### src/rtl/sync_fifo_16x64.sv
// First-word-fall-through FIFO, DEPTH x WIDTH, with occupancy counts and one-cycle error pulses.
// Latency: a write is visible on rdata after one edge. Full drops writes (overflow); empty ignores reads (underflow).
// Optional: define FIFO_RDATA_MASK_EN to force rdata to zero while empty.
module sync_fifo_16x64 #(
  parameter int DEPTH = 16,
  parameter int WIDTH = 64
) (
  input  logic                       clk,
  input  logic                       rst_n,
  input  logic                       wen,
  input  logic                       ren,
  input  logic                       clear,
  input  logic [WIDTH-1:0]           wdata,
  output logic [WIDTH-1:0]           rdata,
  output logic                       empty,
  output logic                       full,
  output logic [$clog2(DEPTH):0]     used_slots,
  output logic [$clog2(DEPTH):0]     free_slots,
  output logic                       underflow,
  output logic                       overflow
);

  localparam int AW = $clog2(DEPTH);
  localparam int CW = AW + 1;

  logic [WIDTH-1:0] mem [DEPTH];
  logic [AW-1:0]    wptr;
  logic [AW-1:0]    rptr;
  logic [CW-1:0]    used;
  logic [CW-1:0]    used_next;
  logic             wr_ok;
  logic             rd_ok;

  assign empty = (used == '0);
  assign full  = (used == CW'(DEPTH));

  // Acceptance is decided on the pre-edge status, so a read frees no slot for a same-cycle write.
  assign wr_ok = wen & ~full;
  assign rd_ok = ren & ~empty;

  assign used_next = used + CW'(wr_ok) - CW'(rd_ok);

  // Storage carries no reset and is left untouched by clear.
  always_ff @(posedge clk) begin
    if (wr_ok && !clear) begin
      mem[wptr] <= wdata;
    end
  end

  always_ff @(posedge clk or negedge rst_n) begin
    if (!rst_n) begin
      wptr      <= '0;
      rptr      <= '0;
      used      <= '0;
      underflow <= 1'b0;
      overflow  <= 1'b0;
    end else if (clear) begin
      wptr      <= '0;
      rptr      <= '0;
      used      <= '0;
      underflow <= 1'b0;
      overflow  <= 1'b0;
    end else begin
      if (wr_ok) begin
        wptr <= wptr + 1'b1;
      end
      if (rd_ok) begin
        rptr <= rptr + 1'b1;
      end
      used      <= used_next;
      underflow <= ren & empty;
      overflow  <= wen & full;
    end
  end

  assign used_slots = used;
  assign free_slots = CW'(DEPTH) - used;

`ifdef FIFO_RDATA_MASK_EN
  assign rdata = mem[rptr] & {WIDTH{~empty}};
`else
  assign rdata = mem[rptr];
`endif

endmodule

### config.mk
export PLATFORM = sky130hd
export DESIGN_NAME = sync_fifo_16x64
export DESIGN_NICKNAME = d
export VERILOG_FILES = /design/src/rtl/sync_fifo_16x64.sv
export SDC_FILE = /design/constraint.sdc
export NUM_CORES = 1
export LEC_CHECK = 0
export ABC_CLOCK_PERIOD_IN_PS = 6900
export CAP_MARGIN = 20
export CORE_ASPECT_RATIO = 1.4
export CORE_MARGIN = 2
export CORE_UTILIZATION = 55
export DETAILED_ROUTE_END_ITERATION = 6
export PLACE_DENSITY = 0.76
export SYNTH_ARGS = -nofsm -noshare
export SYNTH_HDL_FRONTEND = slang
export SYNTH_SLANG_ARGS = --single-unit
### constraint.sdc
create_clock -name clk -period 6.9 [get_ports clk]
set_clock_uncertainty 0.15 [all_clocks]
set_input_delay 1.035 -clock clk [delete_from_list [all_inputs] [get_ports clk]]
set_output_delay 1.035 -clock clk [all_outputs]
set_load 0.01 [all_outputs]
After elaboration in Yosys (flattened, before gate mapping). Memories as Yosys holds them, arrays and structs flattened. Cells that the tools add are included.

Register bits after elaboration: 15. Bits in writable memories: 1024. Input bits: 69. Output and inout port bits: 78. Logic and storage cells: 32. Memories: 1.

Add/sub/neg operators: 5. Eq/ne operators: 1. Multiplexer cells: 9. Bitwise logic cells: 6. Reduce and logical (&&, ||, !) cells: 5.

Memory list: mem (words 16, width 64, read ports 1, clocked after Yosys merged registers in 0, write ports 1, line 26) `logic [WIDTH-1:0] mem [DEPTH];`.

Operator list (count): $mux 4 (4); $add 4x1->4 const B (2); $add 5x1->5 (1); $eq 5x5->1 const B (1); $logic_not 5->1 (1); $mux 5 (1); $sub 5x1->5 (1); $sub 5x5->5 const A (1); $and 1x1->1 (4); $mux 1 (4); $reduce_bool 2->1 (2); $not 1->1 (2); $logic_and 1x1->1 (1); $logic_not 1->1 (1).

Longest topological paths before layout. Gate-level depths: netlist (run 1).

Depth in word-level cells: 6. Depth in mapped cells: 15. Depth with buffers taken out: 15.

Least setup slack after synthesis (run 1). Ideal clock, no wire load.

Kind: flip-flop to flip-flop. Start: register used[1], in the netlist used_slots[1]. End: memory mem[3][0] (enable). Library setup time: 565 ps. Data arrival time: 6148 ps. Data required time: 6185 ps. Path slack: 38 ps. Cell stages (with the launch flop): 10. Buffers on the path: 0. Period minus slack after synthesis: 6862 ps. Cell sequence: dfrtp_1 inv_1 ha_1 and2_1 ha_1 nor2b_1 inv_1 nor2_1 nand2_1 nor3_1.

Cells in the longest elaborated chain, start to end: 6.

Ends and longest elaborated chain: start: declaration (line 29) `logic [CW-1:0] used;`; start signal: assignment (line 70) `used <= used_next;`; $eq 5x5->1 (line 35) `assign full = (used == CW'(DEPTH));`; named net full (line 16) `output logic full,`; $not 1->1 (line 38) `assign wr_ok = wen & ~full;`; $and 1x1->1 (line 38); $logic_and 1x1->1 (line 45) `if (wr_ok && !clear) begin`; $mux 1 (line 45); $mux 1 (implied by the code) (line 46) `mem[wptr] <= wdata;`; end: declaration (line 26).

The timed path passes the listed nets, and every way through them passes these cells.

Final worst setup path (run 1).
Start: register rptr[0]. End: output port rdata[30].

Cells in the longest elaborated chain, start to end: 1.

Ends and longest elaborated chain: start: declaration (line 28) `logic [AW-1:0] rptr;`; start signal: assignment (line 68) `rptr <= rptr + 1'b1;`; $mem_v2 16x64; end: declaration (line 14) `output logic [WIDTH-1:0] rdata,`.

Every way passes these cells.

==> results by group, run 1 <==
Power and ir drop
  • Comb power frac: 19.5%
  • Clock power frac: 33.3%
  • Sw Ratio: 24.24%
  • Pwr dens: 339.7 nW/µm²
  • Internal power: 11.56 mW
  • Flop pwr share: 47.2%
  • P_leak: 13.81 nW
  • Maximum vdd drop: 0.2299 mV
  • Total Power: 15.26 mW
  • P_sw: 3.697 mW

Place
  • Placed cell areas: 41910 µm²
  • GP Congestion: 0.7276
  • DPL Wire Length: 43.76 mm
  • Port Buffers: 146
  • DP Worst Slack: 2375 ps
  • Dpl cells: 2710

Timing
  • Relative slew slack: 24.86%
  • Final period utilization: 71.61%
  • Final setup viols: 0
  • Final hold violations: 0
  • Fin Setup TNS: 0 ps
  • Count of pins over their slew limit: 0
  • Min Clock Period, post-route: 4941 ps
  • Fmax: 202.4 MHz
  • Worst slew pin tran: 1127 ps
  • Worst Slack Setup Final: 1959 ps
  • Hold Worst Slack: 461.2 ps
  • RSZ-0062 raised after global routing: false

Synthesis
  • EDFF count, synth: 1024
  • Synthesized cell area: 39230 µm²
  • Top_reg_cell synth: edfxtp_1
  • Asr flop ratio synth: 1.444%
  • Synth Register Bits: 1039
  • Mapped Avg Cell Area: 23.38 µm²
  • Sequential area share after synthesis: 79.34%
  • Synthesis Warnings: 0
  • Synthesized net count: 1763
  • Synth cell types: 26
  • Synthesized instance count: 1678

CTS
  • # resized after CTS: 0
  • Clk sinks: 1039
  • CTS clock-pin slew for the worst setup and hold paths: 60 ps
  • Cts hold-fix bufs: 0
  • Clock buffer depth: 3
  • Clk root buf: clkbuf_16
  • CTS tree: yes
  • Setup bufs post-CTS: 0
  • Clk_lat worst skew: 660 ps
  • TritonCTS Buffers: 92
  • H-tree Lvls: 3

Critical path
  • Worst setup EP type: primary output
  • CP required: 5710 ps
  • Startpoint Class: flip-flop
  • CP Class: reg -> out
  • CP Max Fanout: 42
  • CP Data Arrival Time: 3760 ps

Route
  • 1st-pass router iterations: 5
  • Number of vias per cell: 6.262
  • Routed Antenna Nets: 0
  • Iter 0 DRT Violations: 1769
  • Post-route DRC: 0
  • Total wire length: 81.86 mm
  • Vias post-DR: 18010
  • Avg WL per Cell: 28.46 µm

GRT
  • GR Overflow Total: 0
  • Largest net degree at the start of global routing: 89
  • Gr usage total: 22.87%
  • Vias in the first global route: 19476
  • Antenna violations before repair: 1
  • First-pass GRT wire length: 124.0 mm

Finish
  • Register area: 31130 µm²
  • Fin util: 63.69%
  • P&R area growth vs syn: 14.47%
  • Non-Filler Instances: 2876
  • Diode count: 0
  • Fraction of layout cells with a size suffix above 1: 22.99%
  • Fillers: 4468
  • Layout Cell Area excl Fill: 44900 µm²
  • Post-layout nets: 1954
  • Area of the multi-input gates: 7701 µm²

Floorplan
  • Rows: 115
  • DIE WIDTH: 229.7 µm
  • Die height: 320 µm
  • Num ports: 147
  • Core ar.: 70510 µm²
  • Starting Density: 55.64%
  • Overall die area: 73510 µm²

Outcome
  • Status: finished, final reports clean

Worst hold path
  • HP Class: reg -> reg

Job
  • Max-Cap Viols: 0
state kept, by name, summed over array words and instances, names as in the netlist:
signal and cells:
underflow 1, wptr 4, used_slots 5, rptr 4, mem 1024, overflow 1
layer usage:
layer | track usage, % | routed length [µm] | up-vias | part of all wire, %
met4 | 8.000 | 2365 | 2 | 2.9
met5 | 0 | 13 | - | 0.016
met2 | 39.94 | 43520 | 749 | 53
met1 | 29.50 | 30840 | 9621 | 38
li1 | - | - | 7498 | -
met3 | 3.450 | 5116 | 140 | 6.3
worst paths after layout:
kind,start,end,slack [ps],cells past startpoint
setup / recovery,rptr[0]$_DFFE_PN0P_,rdata[30],1960,5
hold / removal,wptr[1]$_DFFE_PN0P_,wptr[1]$_DFFE_PN0P_,460,2
setup reg to reg,used_slots[1]$_DFF_PN0_,mem[11][7]$_DFFE_PP_,2790,10
hold reg to reg,wptr[1]$_DFFE_PN0P_,wptr[1]$_DFFE_PN0P_,460,2
max in group asynchronous,rst_n,rptr[1]$_DFFE_PN0P_,5480,1
min in group asynchronous,rst_n,wptr[0]$_DFFE_PN0P_,630,1
Yosys cell counts, drive strengths merged (2+ instances only):
library cell,count,area [µm²]
inv,13,48.80
a22oi,128,960.9
xor2,5,43.79
dfrtp,15,375.4
nand4,2,12.51
edfxtp,1024,30750
o21bai,2,15.01
ha,15,187.7
clkbuf,34,127.6
nor2b,6,37.54
and2,2,12.51
a21oi,3,15.01
nor2,26,97.59
nand2b,2,12.51
nor3,4,20.02
xnor2,7,61.31
buf,57,361.6
mux4,256,5766
nand2,73,274.0
worst max-delay path, stage by stage, from the launching register on:
cell and delay (ps):
dfrtp_4 1010, buf_4 470, mux4_2 560, a22oi_1 320, nand2_1 170, clkdlybuf4s50_1 510
layout by cell type (no fill, tap or decap), types with 14 or more instances in the layout:
master / count
edfxtp_1: 1024
mux4_2: 256
clkdlybuf4s50_1: 146
a22oi_1: 128
clkbuf_16: 94
nand2_1: 73
buf_4: 34
clkbuf_1: 24
ha_1: 15
clkinv_1: 15
clkinv_2: 14
kinds of logic (layout without fill, tap and decap cells):
group                      after synthesis  count (layout)  share of synthesized area, %
DFF                                   1039            1039                         79.34
muxes                                  257             257                         14.72
AOI/OAI and AO/OA                      133             133                         2.526
and+or+nand+nor                        117             117                         1.241
buffers and inverters                  104             366                         1.371
adders and majority gates               16              16                        0.5295
xor gates and xnor gates                12              12                        0.2679
power by group through the flow:
stage,logic (mW),clock network [mW],registers [mW]
after floorplan,2.13,0,7.24
after global placement,2.97,0,7.33
after detailed placement,3.01,0,7.34
after CTS,3.04,5.15,7.21
after global routing,3.20,5.37,7.22
final,2.98,5.08,7.20
cell type report:
cell class                      count  area share [%]
Multi-Input combinational cell    535           17.15
Timing Repair Buffer              188           4.196
Sequential cell                  1039           69.33
Clock buffer                      118           5.439
Inverter                           13          0.1087
Tap cell                          936           2.608
Clock inverter                     47           1.167
Power figures use the tool's default switching activity.
==> inputs of run 2 (changes only) <==
Settings changed: ABC_CLOCK_PERIOD_IN_PS 6900 to 4500.
Clock period 6.9 ns to 4.5 ns, I/O delays scaled along.
==> run 2 against run 1 <==
The flow now finishes with violations (design-rule violations). Via count up 0.24%. Sequential power up 51%. Die area unchanged. Clock-buffer cell count down 7. Clock power up 49%. Sequential cell count unchanged. Hold slack worse by 160 ps. Largest power group unchanged. Critical path depth unchanged.
==> results by group, run 2 (synthesis results as in run 1) <==
Finish
  • Max FFs per register: 1024
  • P&R area growth vs syn: 14.84%
  • Fillers: 4492
  • Most frequent cells in the layout: 1024 x edfxtp_1, 256 x mux4_2, 146 x clkdlybuf4s50_1, 128 x a22oi_1, 94 x clkbuf_16
  • Reg with most FFs: mem
  • Register area: 31130 µm²
  • Post-layout nets: 1959
  • Area of the multi-input gates: 7726 µm²
  • Most common cell after layout, fill and taps aside: edfxtp_1
  • Fraction of layout cells with a size suffix above 1: 22.99%
  • Layout Cell Area excl Fill: 45050 µm²

Place
  • Port Buffers: 146
  • DPL Wire Length: 41.93 mm
  • Placed cell areas: 42150 µm²
  • GP Congestion: 0.7452

Timing
  • Relative slew slack: 48.99%
  • Count of pins over their slew limit: 0
  • Fin Setup TNS: 0 ps
  • Final hold violations: 0
  • RSZ-0062 raised after global routing: false
  • Hold Worst Slack: 305.6 ps
  • Final setup viols: 0
  • Final period utilization: 91.18%
  • Min Clock Period, post-route: 4103 ps
  • Fmax: 243.7 MHz
  • Worst slew pin tran: 765.1 ps

CTS
  • Clk sinks: 1039
  • # resized after CTS: 0
  • Cts hold-fix bufs: 0
  • CTS clock-pin slew for the worst setup and hold paths: 60 ps
  • H-tree Lvls: 3
  • Setup bufs post-CTS: 0
  • Clk_lat worst skew: 650 ps
  • CTS tree: yes
  • Clock buffer depth: 3
  • Clk root buf: clkbuf_16
  • TritonCTS Buffers: 93

Critical path
  • CP Data Arrival Time: 3280 ps
  • Critical Path Source: rptr[0]$_DFFE_PN0P_
  • Buffers and inverters on the worst path: 2
  • R2R Path Start: used_slots[1]$_DFF_PN0_
  • Critical path's largest stage delay: 580 ps
  • Worst path top cell family by delay: buffers and inverters
  • CP Class: reg -> out
  • Critical path, cell by cell: buf_12 -> mux4_2 -> a22oi_1 -> nand2_1 -> clkdlybuf4s50_1
  • CP required: 3670 ps
  • Worst setup EP type: primary output
  • CP Max Fanout: 71
  • Slowest cell on crit path: mux4_2
  • Startpoint Class: flip-flop

GRT
  • Antenna violations before repair: 7
  • Largest net degree at the start of global routing: 72
  • GR Overflow Total: 0
  • Vias in the first global route: 19250
  • First-pass GRT wire length: 124.2 mm
  • Gr usage total: 23.13%

Floorplan
  • Rows: 115
  • Die height: 320 µm
  • Core ar.: 70510 µm²
  • Overall die area: 73510 µm²
  • Num ports: 147
  • DIE WIDTH: 229.7 µm
  • Starting Density: 55.64%

Route
  • Total wire length: 82.67 mm
  • Number of vias per cell: 6.258
  • Iter 0 DRT Violations: 2136
  • Top Metal Used: met5
  • Post-route DRC: 1
  • Met2 wire length: 42.78 mm
  • Routed Antenna Nets: 0
  • Routed wl met3: 6.203 mm
  • Vias post-DR: 18054
  • Met1 wire length: 31.67 mm
  • 1st-pass router iterations: 7
  • Avg WL per Cell: 28.66 µm

Worst hold path
  • HP Class: in -> async

Power and ir drop
  • P_sw: 5.623 mW
  • Comb power frac: 20.1%
  • Internal power: 17.53 mW
  • Maximum vdd drop: 0.4888 mV
  • Clock power frac: 32.6%
  • Flop pwr share: 47.2%
  • P_leak: 13.81 nW
  • Pwr dens: 513.9 nW/µm²
  • Sw Ratio: 24.29%
  • Total Power: 23.15 mW

Outcome
  • Status: finished with violations
  • Failing checks: design-rule violations

Job
  • Max-Cap Viols: 0
[run 2: cell type report]
| type | count | area share, % |
|---|---|---|
| Timing Repair Buffer | 192 | 4.594 |
| Tap cell | 936 | 2.599 |
| Antenna cell | 5 | 0.02777 |
| Clock buffer | 111 | 5.363 |
| Clock inverter | 54 | 1.055 |
| Inverter | 13 | 0.1083 |
| Sequential cell | 1039 | 69.10 |
| Multi-Input combinational cell | 535 | 17.15 |
[run 2: metrics by stage]
step	worst slack, ps	instances	utilization, %
CTS	371.9	2880	63.88
global placement	1041	2715	59.78
floorplan	-645.4	1678	-
detailed placement	1029	2715	59.78
finish	397.0	2885	63.90
global route	255.0	2884	63.90
[run 2: final timing paths]
path,cells after the start,slack [ps],end
setup / recovery,5,400,rdata[50]
hold / removal,1,310,used_slots[1]$_DFF_PN0_
setup reg to reg,10,1090,mem[2][14]$_DFFE_PP_
hold reg to reg,2,450,wptr[1]$_DFFE_PN0P_
max in group asynchronous,1,3350,rptr[0]$_DFFE_PN0P_
min in group clk,2,450,wptr[1]$_DFFE_PN0P_
[run 2: worst reg2reg max path, cell delays in order (launching register included)]
cell,delay (ps)
dfrtp_1,430
inv_1,110
ha_1,230
and2_1,160
ha_1,210
nor2b_1,290
inv_1,130
nor2_1,180
nand2_1,270
nor3_4,210
buf_4,620
[run 2: power by group through the flow]
stage,clock network (mW),registers [mW],logic [mW]
final,7.56,10.9,4.66
after global routing,8.01,10.9,5.03
after CTS,7.67,10.9,4.76
after detailed placement,0,11.1,4.73
after global placement,0,11.1,4.65
after floorplan,0,11.1,3.26
[run 2: routing by layer]
metal / GRT usage, % / vias up
met5: 0 / -
met4: 8.086 / 6
met3: 3.816 / 120
met2: 38.76 / 834
met1: 31.22 / 9566
li1: - / 7528
